[config.mk]
export PLATFORM = sky130hd
export DESIGN_NAME = color_manager_config_regs
export DESIGN_NICKNAME = d
export VERILOG_FILES = /design/src/rtl/color_manager_config_regs_pkg.sv /design/src/rtl/color_manager_wait_timer.sv /design/src/rtl/color_manager_config_regs.sv
export SDC_FILE = /design/constraint.sdc
export NUM_CORES = 1
export LEC_CHECK = 0
export CAP_MARGIN = 0
export CORE_ASPECT_RATIO = 0.7
export CORE_MARGIN = 2
export CORE_UTILIZATION = 50
export DETAILED_ROUTE_END_ITERATION = 8
export GPL_ROUTABILITY_DRIVEN = 1
export PLACE_DENSITY = 0.91
export REMOVE_ABC_BUFFERS = 1
export SYNTH_ARGS = -nofsm -noshare
export SYNTH_HDL_FRONTEND = slang
export SYNTH_SLANG_ARGS = --single-unit
[constraint.sdc]
create_clock -name Clk -period 3.1 [get_ports Clk]
set_clock_uncertainty 0.2 [all_clocks]
set_input_delay 0.465 -clock Clk [delete_from_list [all_inputs] [get_ports Clk]]
set_output_delay 0.465 -clock Clk [all_outputs]
set_load 0.05 [all_outputs]
[src/rtl/color_manager_config_regs_pkg.sv]
// Shared definitions for the configuration register block: address map,
// reset codes, FSM state encoding and color table geometry.
package color_manager_config_regs_pkg;

  localparam int C_ADDR_WIDTH = 3;
  localparam int C_DATA_WIDTH = 14;
  localparam int COLOR_WIDTH  = 12;
  localparam int NUM_COLORS   = 4;
  localparam int PTR_WIDTH    = 2;
  localparam int FIELD_WIDTH  = 3;

  localparam logic [C_ADDR_WIDTH-1:0] ADDR_BAUD   = 3'd0;
  localparam logic [C_ADDR_WIDTH-1:0] ADDR_PARITY = 3'd1;
  localparam logic [C_ADDR_WIDTH-1:0] ADDR_STOP   = 3'd2;
  localparam logic [C_ADDR_WIDTH-1:0] ADDR_RES    = 3'd3;
  localparam logic [C_ADDR_WIDTH-1:0] ADDR_QUAD   = 3'd4;
  localparam logic [C_ADDR_WIDTH-1:0] ADDR_COLOR  = 3'd5;

  localparam logic [2:0] BAUD_RESET   = 3'd2;  // 9600 baud
  localparam logic [1:0] PARITY_RESET = 2'd0;
  localparam logic       STOP_RESET   = 1'b0;
  localparam logic [1:0] RES_RESET    = 2'd0;
  localparam logic [1:0] QUAD_RESET   = 2'd0;

  typedef enum logic [1:0] {
    ST_IDLE      = 2'd0,
    ST_WAIT_UART = 2'd1,
    ST_WAIT_VGA  = 2'd2,
    ST_COMMIT    = 2'd3
  } state_e;

  // Only the low three data bits matter for any deferred field.
  typedef struct packed {
    logic [C_ADDR_WIDTH-1:0] addr;
    logic [FIELD_WIDTH-1:0]  field;
  } shadow_t;

  function automatic logic is_uart_addr(input logic [C_ADDR_WIDTH-1:0] addr);
    return (addr == ADDR_BAUD) || (addr == ADDR_PARITY) || (addr == ADDR_STOP);
  endfunction

endpackage

[src/rtl/color_manager_wait_timer.sv]
// Saturating wait counter; timeout_o is high once the count reaches
// TIMEOUT_CYCLES-1 and stays there until cleared.
module color_manager_wait_timer #(
  parameter int TIMEOUT_CYCLES = 1000000
) (
  input  logic Clk,
  input  logic rst,
  input  logic clear_i,
  input  logic en_i,
  output logic timeout_o
);

  localparam int CNT_W = (TIMEOUT_CYCLES > 2) ? $clog2(TIMEOUT_CYCLES) : 1;
  localparam logic [CNT_W-1:0] LAST = CNT_W'(TIMEOUT_CYCLES - 1);

  logic [CNT_W-1:0] cnt_q, cnt_d;

  assign timeout_o = (cnt_q == LAST);

  always_comb begin
    cnt_d = cnt_q;
    if (clear_i) begin
      cnt_d = '0;
    end else if (en_i && !timeout_o) begin
      cnt_d = cnt_q + 1'b1;
    end
  end

  always_ff @(posedge Clk) begin
    if (rst) begin
      cnt_q <= '0;
    end else begin
      cnt_q <= cnt_d;
    end
  end

endmodule

[src/rtl/color_manager_config_regs.sv]
// Live UART/VGA configuration registers and color table; UART fields commit
// only while the UART is idle, VGA fields only at a frame boundary.
module color_manager_config_regs
  import color_manager_config_regs_pkg::*;
#(
  parameter int TIMEOUT_CYCLES = 1000000
) (
  input  logic                            Clk,
  input  logic                            rst,
  input  logic [C_ADDR_WIDTH-1:0]         C_Addr,
  input  logic [C_DATA_WIDTH-1:0]         C_Data,
  input  logic                            C_Valid,
  output logic                            C_Rdy,
  input  logic                            Uart_Busy,
  input  logic                            Vga_Frame_End,
  output logic [2:0]                      Baud_Sel,
  output logic [1:0]                      Parity_Sel,
  output logic                            Stop_Sel,
  output logic                            Uart_Cfg_Update,
  output logic [1:0]                      Res_Sel,
  output logic [1:0]                      Quad_Sel,
  output logic                            Vga_Cfg_Update,
  output logic [NUM_COLORS*COLOR_WIDTH-1:0] Color_Table,
  output logic [PTR_WIDTH-1:0]            Color_Wr_Ptr,
  output logic                            Addr_Error,
  output logic                            Apply_Timeout
);

  state_e  state_q, state_d;
  shadow_t shadow_q, shadow_d;

  logic                 c_rdy_q;
  logic [2:0]           baud_q;
  logic [1:0]           parity_q;
  logic                 stop_q;
  logic [1:0]           res_q;
  logic [1:0]           quad_q;
  logic                 uart_upd_q;
  logic                 vga_upd_q;
  logic                 addr_err_q, addr_err_d;
  logic                 timeout_q;
  logic [PTR_WIDTH-1:0] ptr_q;

  logic commit_en;
  logic forced;
  logic color_we;
  logic timer_clr;
  logic timer_en;
  logic timer_expired;

  // The top data bits are never consumed by any field or color entry.
  logic unused_data_bits;
  assign unused_data_bits = ^C_Data[C_DATA_WIDTH-1:COLOR_WIDTH];

  color_manager_wait_timer #(
    .TIMEOUT_CYCLES(TIMEOUT_CYCLES)
  ) u_wait_timer (
    .Clk      (Clk),
    .rst      (rst),
    .clear_i  (timer_clr),
    .en_i     (timer_en),
    .timeout_o(timer_expired)
  );

  always_comb begin
    state_d    = state_q;
    shadow_d   = shadow_q;
    commit_en  = 1'b0;
    forced     = 1'b0;
    color_we   = 1'b0;
    addr_err_d = 1'b0;
    timer_clr  = 1'b1;
    timer_en   = 1'b0;
    unique case (state_q)
      ST_IDLE: begin
        if (C_Valid) begin
          case (C_Addr)
            ADDR_BAUD, ADDR_PARITY, ADDR_STOP: begin
              shadow_d = '{addr: C_Addr, field: C_Data[FIELD_WIDTH-1:0]};
              state_d  = ST_WAIT_UART;
            end
            ADDR_RES, ADDR_QUAD: begin
              shadow_d = '{addr: C_Addr, field: C_Data[FIELD_WIDTH-1:0]};
              state_d  = ST_WAIT_VGA;
            end
            ADDR_COLOR: color_we = 1'b1;
            default:    addr_err_d = 1'b1;
          endcase
        end
      end
      ST_WAIT_UART: begin
        timer_clr = 1'b0;
        if (!Uart_Busy) begin
          state_d   = ST_COMMIT;
          commit_en = 1'b1;
        end else if (timer_expired) begin
          state_d   = ST_COMMIT;
          commit_en = 1'b1;
          forced    = 1'b1;
        end else begin
          timer_en = 1'b1;
        end
      end
      ST_WAIT_VGA: begin
        timer_clr = 1'b0;
        // A frame end on the timeout cycle still counts as a normal commit.
        if (Vga_Frame_End) begin
          state_d   = ST_COMMIT;
          commit_en = 1'b1;
        end else if (timer_expired) begin
          state_d   = ST_COMMIT;
          commit_en = 1'b1;
          forced    = 1'b1;
        end else begin
          timer_en = 1'b1;
        end
      end
      ST_COMMIT: begin
        state_d = ST_IDLE;
      end
      default: state_d = ST_IDLE;
    endcase
  end

  // Active registers and pulses are loaded on the edge entering COMMIT so
  // they are visible together during the COMMIT cycle.
  always_ff @(posedge Clk) begin
    if (rst) begin
      state_q    <= ST_IDLE;
      shadow_q   <= '0;
      c_rdy_q    <= 1'b1;
      baud_q     <= BAUD_RESET;
      parity_q   <= PARITY_RESET;
      stop_q     <= STOP_RESET;
      res_q      <= RES_RESET;
      quad_q     <= QUAD_RESET;
      uart_upd_q <= 1'b0;
      vga_upd_q  <= 1'b0;
      addr_err_q <= 1'b0;
      timeout_q  <= 1'b0;
      ptr_q      <= '0;
    end else begin
      state_q    <= state_d;
      shadow_q   <= shadow_d;
      c_rdy_q    <= (state_d == ST_IDLE);
      addr_err_q <= addr_err_d;
      uart_upd_q <= commit_en && is_uart_addr(shadow_q.addr);
      vga_upd_q  <= commit_en && !is_uart_addr(shadow_q.addr);
      timeout_q  <= forced;
      if (commit_en) begin
        case (shadow_q.addr)
          ADDR_BAUD:   baud_q   <= shadow_q.field;
          ADDR_PARITY: parity_q <= shadow_q.field[1:0];
          ADDR_STOP:   stop_q   <= shadow_q.field[0];
          ADDR_RES:    res_q    <= shadow_q.field[1:0];
          ADDR_QUAD:   quad_q   <= shadow_q.field[1:0];
          default:     ;
        endcase
      end
      if (commit_en && (shadow_q.addr == ADDR_QUAD)) begin
        ptr_q <= '0;
      end else if (color_we) begin
        ptr_q <= ptr_q + 1'b1;
      end
    end
  end

  generate
    for (genvar gi = 0; gi < NUM_COLORS; gi++) begin : g_color
      logic [COLOR_WIDTH-1:0] entry_q;
      always_ff @(posedge Clk) begin
        if (rst) begin
          entry_q <= '0;
        end else if (color_we && (ptr_q == PTR_WIDTH'(gi))) begin
          entry_q <= C_Data[COLOR_WIDTH-1:0];
        end
      end
      assign Color_Table[gi*COLOR_WIDTH +: COLOR_WIDTH] = entry_q;
    end
  endgenerate

  assign C_Rdy           = c_rdy_q;
  assign Baud_Sel        = baud_q;
  assign Parity_Sel      = parity_q;
  assign Stop_Sel        = stop_q;
  assign Uart_Cfg_Update = uart_upd_q;
  assign Res_Sel         = res_q;
  assign Quad_Sel        = quad_q;
  assign Vga_Cfg_Update  = vga_upd_q;
  assign Color_Wr_Ptr    = ptr_q;
  assign Addr_Error      = addr_err_q;
  assign Apply_Timeout   = timeout_q;

endmodule

# --- Word-level counts from Yosys, hierarchy flattened ---
# Index checks and enable logic that the tools add are counted.
op_classes:
  div_mod_pow: 0
  n_mux: 21
  addsub: 2
  bitwise: 3
  n_shift: 0
  reduce_logical: 31
  multipliers: 0
  order_cmp: 0
  n_eq_ne: 16
op_table:
  columns: ["cell", "count"]
  rows:
  - ["$add A20 B1 Y20 const B", 1]
  - ["$eq A20 B20 Y1 const B", 1]
  - ["$eq A3 B2 Y1 const B", 4]
  - ["$mux W1", 12]
  - ["$reduce_and A2 Y1", 5]
  - ["$eq A3 B3 Y1 const B", 3]
  - ["$eq A2 B2 Y1 const B", 4]
  - ["$logic_and A1 B1 Y1", 8]
  - ["$mux W2", 4]
  - ["$pmux W2 S4", 1]
  - ["$reduce_or A2 Y1", 4]
  - ["$eq A3 B1 Y1 const B", 2]
  - ["$logic_not A2 Y1", 3]
  - ["$logic_not A3 Y1", 2]
  - ["$pmux W1 S2", 3]
  - ["$reduce_or A3 Y1", 2]
  - ["$reduce_or A6 Y1", 1]
  - ["$reduce_or A5 Y1", 1]
  - ["$eq A2 B1 Y1 const B", 2]
  - ["$pmux W2 S2", 1]
  - ["$not A1 Y1", 3]
  - ["$reduce_and A3 Y1", 1]
  - ["$add A2 B1 Y2 const B", 1]
  - ["$logic_not A1 Y1", 2]
  - ["$logic_or A1 B1 Y1", 2]
word_totals:
  out_inout_bits: 65
  reg_bits: 93
  ram_bits: 0
  rom_bits: 0
  mem_count: 0
  word_cells: 92
  latch_bits: 0

# --- Depth between registers and ports, before layout ---
depth:
  ltp_word: 6
  mapped_depth: 9
  mapped_depth_nobuf: 7

# --- Cells and area by module ---
# Synthesis repeated with hierarchy kept, for this count alone.
unflattened:
  hier_cells: 415
  hier_area_um2: 3998.8
by_module_without_submodules:
  columns: ["mod", "area_each_um2", "cells_per_inst", "n_inst"]
  rows:
  - ["color_manager_config_regs", 2957.8, 285, 1]
  - ["color_manager_wait_timer", 1041.0, 130, 1]

# --- Worst setup path after synthesis ---
# OpenSTA, ideal clock, no wires.
synth_path:
  path_kind: "register to register"
  startpoint: "register state_q[0]"
  endpoint: "register u_wait_timer.cnt_q[5]"
  setup_time_ns: 0.128
  setup_slack_ns: 0.981
  arrival_time_ns: 1.792
  path_stages_with_launch: 8
  required_ns: 2.772
  path_cell_list: "dfxtp_1 -> inv_1 -> ha_1 -> a21bo_2 -> clkbuf_1 -> a2111oi_0 -> xnor2_1 -> nor2_1"
synth_between:
  elab_chain_cells: 4
synth_rtl:
  columns: ["element", "line_no", "source"]
  rows:
  - ["from (decl)", "color_manager_config_regs.sv:29", "state_e state_q, state_d;"]
  - ["from (signal assigned)", "color_manager_config_regs.sv:143", "state_q <= state_d;"]
  - ["$eq A2 B2 Y1 or $eq A2 B1 Y1 (tied branches)", "color_manager_config_regs.sv:74", "unique case (state_q)"]
  - ["$reduce_or A2 Y1 (no source line)", null, null]
  - ["$not A1 Y1 (no source line)", null, null]
  - ["$reduce_or A2 Y1 (no source line)", null, null]
  - ["to (signal assigned)", "color_manager_wait_timer.sv:33", "cnt_q <= cnt_d;"]
  - ["to (decl)", "color_manager_wait_timer.sv:16", "logic [CNT_W-1:0] cnt_q, cnt_d;"]
# Parallel ways exist; a longest one is shown, timed or not.
# A chain may end at the register's enable or synchronous reset.

# --- Worst setup path in the final report ---
layout_path:
  startpoint: "register u_wait_timer.cnt_q[6]"
  endpoint: "register baud_q[0], in the netlist Baud_Sel[0]"
layout_between:
  elab_chain_cells: 5
layout_rtl:
  columns: ["element", "line_no", "source"]
  rows:
  - ["$eq A20 B20 Y1 *", "color_manager_wait_timer.sv:18", "assign timeout_o = (cnt_q == LAST);"]
  - ["$mux W1 *", "color_manager_config_regs.sv:96, color_manager_config_regs.sv:110", null]
  - ["$mux W1, on equally long branches", "color_manager_config_regs.sv:107, color_manager_config_regs.sv:93", null]
  - ["$pmux W1 S2 *", "color_manager_config_regs.sv:74", null]
  - ["$reduce_and A2 Y1 (no source line) *", null, null]
  - ["to (signal assigned)", "color_manager_config_regs.sv:152", "ADDR_BAUD: baud_q <= shadow_q.field;"]
  - ["to (decl)", "color_manager_config_regs.sv:33", "logic [2:0] baud_q;"]
# Every way passes the cells marked *; elsewhere a longest branch is shown, timed or not.

==> results_dict.tcl <==
set metrics [dict create \
    relSlewSlack_pct 43.3 \
    fin_crit_sh_pct 78.6 \
    io_pins 87 \
    grt_usage_pct 23.1 \
    cpLargestDelayFamily "simple AND/OR/NAND/NOR gates" \
    status "complete, no violations" \
    cts.sink_count 93 \
    yosysUniqueCellTypes 47 \
    drtIter0Drc 300 \
    dp_slack_ns 0.509 \
    grt_pass1_wl_um 16100 \
    synth-seq-area-share_pct 46.9 \
    r2r_setup_slack_ns 0.66 \
    reg2reg_depth 5 \
    start_util_pct 51.1 \
    peakVddDrop_mv 0.423 \
    die_h_um 78.6 \
    avgViaCountPerCell 5.60 \
    rows 27 \
    ys_warn_count 0 \
    grt_overflow 0 \
    synth-main-ff-cell "dfxtp_1" \
    insertion_delay_ns 0.34 \
    arrival_ns 2.50 \
    endpoint_kind "flip-flop" \
    root_buffer "clkbuf_16" \
    nets 558 \
    min_path_cells 2 \
    syn_to_final_growth_pct 30.3 \
    cap_violations 0 \
    async_reset_ff_share_pct 0 \
    postSynthAreaPerCell_um2 8.71 \
    setup_slack_ns 0.663 \
    drc 0 \
    rr_endpoint "Baud_Sel[0]" \
    rsz0062_at_grt "false" \
    layout-drive-gt1-share_pct 6.58 \
    cts-buffers-inserted 9 \
    slowest_stage "or4b_4" \
    power.leakage_nw 1.73 \
    placed_cells 617 \
    layout_common_cells "93 x dfxtp_1, 83 x clkdlybuf4s50_1, 61 x nand2_1" \
    layout_commonest_cell "dfxtp_1" \
    hpwl_um 7150 \
    vias 3544 \
    n_antenna_cell 0 \
    postCtsHoldBufs 0 \
    io_buffers 84 \
    yosys_register_bits 93 \
    htreeDepth 3 \
    hp-start "g_color[2].entry_q[5]" \
    crit_chain "or4b_4 > nor4_4 > a21boi_2 > nor3_4 > mux2i_1" \
    post_cts_resized 0 \
    wl_per_cell_um 15.8 \
    period_needed_ns 2.44 \
    hp-class "reg -> reg" \
    critical_path.startpoint_type "flip-flop" \
    syn-cell-area_um2 3970 \
    p_per_area_nw_per_um2 567 \
    grt_max_degree 74 \
    synth_edf_count 0 \
    worstMarginPinSlew_ns 0.850 \
    gp_congestion 0.926 \
    die_x_um 111 \
    r2r-start "u_wait_timer.cnt_q[6]" \
    path_clk_slew_ns 0.06 \
    hold_end "g_color[2].entry_q[5]" \
    routed_wl_um 10000 \
    die_area_um2 8680 \
    setup_viol 0 \
    hold_viol 0 \
    worst_ep_required_time_ns 3.17 \
    cts_buffer_depth 2 \
    grt_pass1_vias 3283 \
    ant_nets 0 \
    synthCells 456 \
    path_buf_inv 0 \
    fmax_mhz 410 \
    drv_slew 0 \
    critPathKind "reg -> reg" \
    cts_tree "done" \
    core_area_um2 7770 \
    p_total_mw 2.93 \
    first_pass_iters 5 \
    cts_setup_buffers 0 \
    instances_no_fill 633 \
    critPathMaxFanout 10 \
    worst_path_largest_cell_delay_ns 0.57 \
    antenna_found_initial 0 \
]
==> cell type report <==
class,instances,area [µm²]
Clock inverter,6,71.3
Tap cell,101,126
Clock buffer,10,239
Fill cell,592,2600
Timing Repair Buffer,88,866
Inverter,6,22.5
Sequential cell,93,1860
Multi-Input combinational cell,329,1990
==> metrics by stage <==
| stage | area [µm²] | hold slack, ns | utilization, % | setup TNS [ns] |
|---|---|---|---|---|
| 2_1_floorplan | 3860 | 0.251 | - | -23.36 |
| 3_3_place_gp | 4860 | 0.242 | 62.6 | 0 |
| 3_5_place_dp | 4860 | 0.247 | 62.6 | 0 |
| 4_1_cts | 5170 | 0.257 | 66.6 | 0 |
| 5_1_grt | 5170 | 0.269 | 66.6 | 0 |
| 6_report | 5170 | 0.255 | 66.6 | 0 |
==> sequential cells by signal, indices dropped and copies added (netlist names), 2 cells and up <==
name                flops
g_color.entry_q        48
u_wait_timer.cnt_q     20
shadow_q                6
Baud_Sel                3
Color_Wr_Ptr            2
Parity_Sel              2
Quad_Sel                2
Res_Sel                 2
state_q                 2
==> report_power, final <==
group	leakage (nW)	switching, mW	total [mW]	internal [mW]
Clock	0.145	0.469	1.12	0.652
Sequential	0.751	0.0438	1.28	1.24
Combinational	0.839	0.334	0.529	0.195
==> synthesized netlist by cell type (2+ instances only) <==
cell / count / area [µm²]
xor2_1: 11 / 96.3
and4_1: 2 / 17.5
nor4_1: 2 / 12.5
nor2_1: 36 / 135
nand4_1: 7 / 43.8
nand3b_1: 2 / 15.0
nor3_1: 5 / 25.0
nand3_1: 58 / 290
inv_1: 6 / 22.5
xnor2_1: 9 / 78.8
clkbuf_1: 26 / 97.6
a211oi_1: 5 / 37.5
mux2i_1: 16 / 160
nor2b_1: 2 / 12.5
o21ai_0: 7 / 35.0
o21a_1: 2 / 15.0
and3_1: 2 / 12.5
nor3b_1: 2 / 15.0
and2_1: 3 / 18.8
ha_1: 9 / 113
dfxtp_1: 93 / 1860
a21oi_1: 53 / 265
nand2_1: 61 / 229
nand2b_1: 13 / 81.3
nor3b_2: 2 / 25.0
==> cell families (layout without fill, tap and decap cells) <==
logic type / after synthesis / count (layout) / synth area share, %
and+or+nand+nor: 207 / 207 / 27.0
muxes: 16 / 16 / 4.03
xor gates and xnor gates: 20 / 20 / 4.41
adders and majority gates: 9 / 9 / 2.84
AOI/OAI and AO/OA: 77 / 77 / 11.6
DFF: 93 / 93 / 46.9
buffers and inverters: 34 / 110 / 3.25
==> tightest hold or removal path, delay by kind of cell, from the launching register on <==
family,cells,cell delay (ns)
flops,1,0.31
compound gates,1,0.05
simple gates,1,0.05
==> per-layer routing <==
layer / share of wire [%] / vias to the layer above / global-route usage [%]
li1: - / 1718 / -
met1: 45 / 1655 / 31.3
met2: 45 / 149 / 36.0
met3: 7.9 / 22 / 5.41
met4: 2.1 / 0 / 9.13
met5: 0 / - / 0
==> worst max path at each step <==
stage | from | end | slack (ns) | cells past startpoint
after detailed placement | C_Valid | g_color[1].entry_q[7] | 0.51 | 6
after CTS | u_wait_timer.cnt_q[6] | Baud_Sel[0] | 0.69 | 5
after floorplan | state_q[0] | g_color[0].entry_q[0] | -0.49 | 7
final | u_wait_timer.cnt_q[6] | Baud_Sel[0] | 0.66 | 5
after global routing | state_q[0] | u_wait_timer.cnt_q[15] | 0.47 | 7
after global placement | C_Valid | Color_Wr_Ptr[1] | 0.55 | 6
Note: power is estimated with default switching activity, not from simulation.
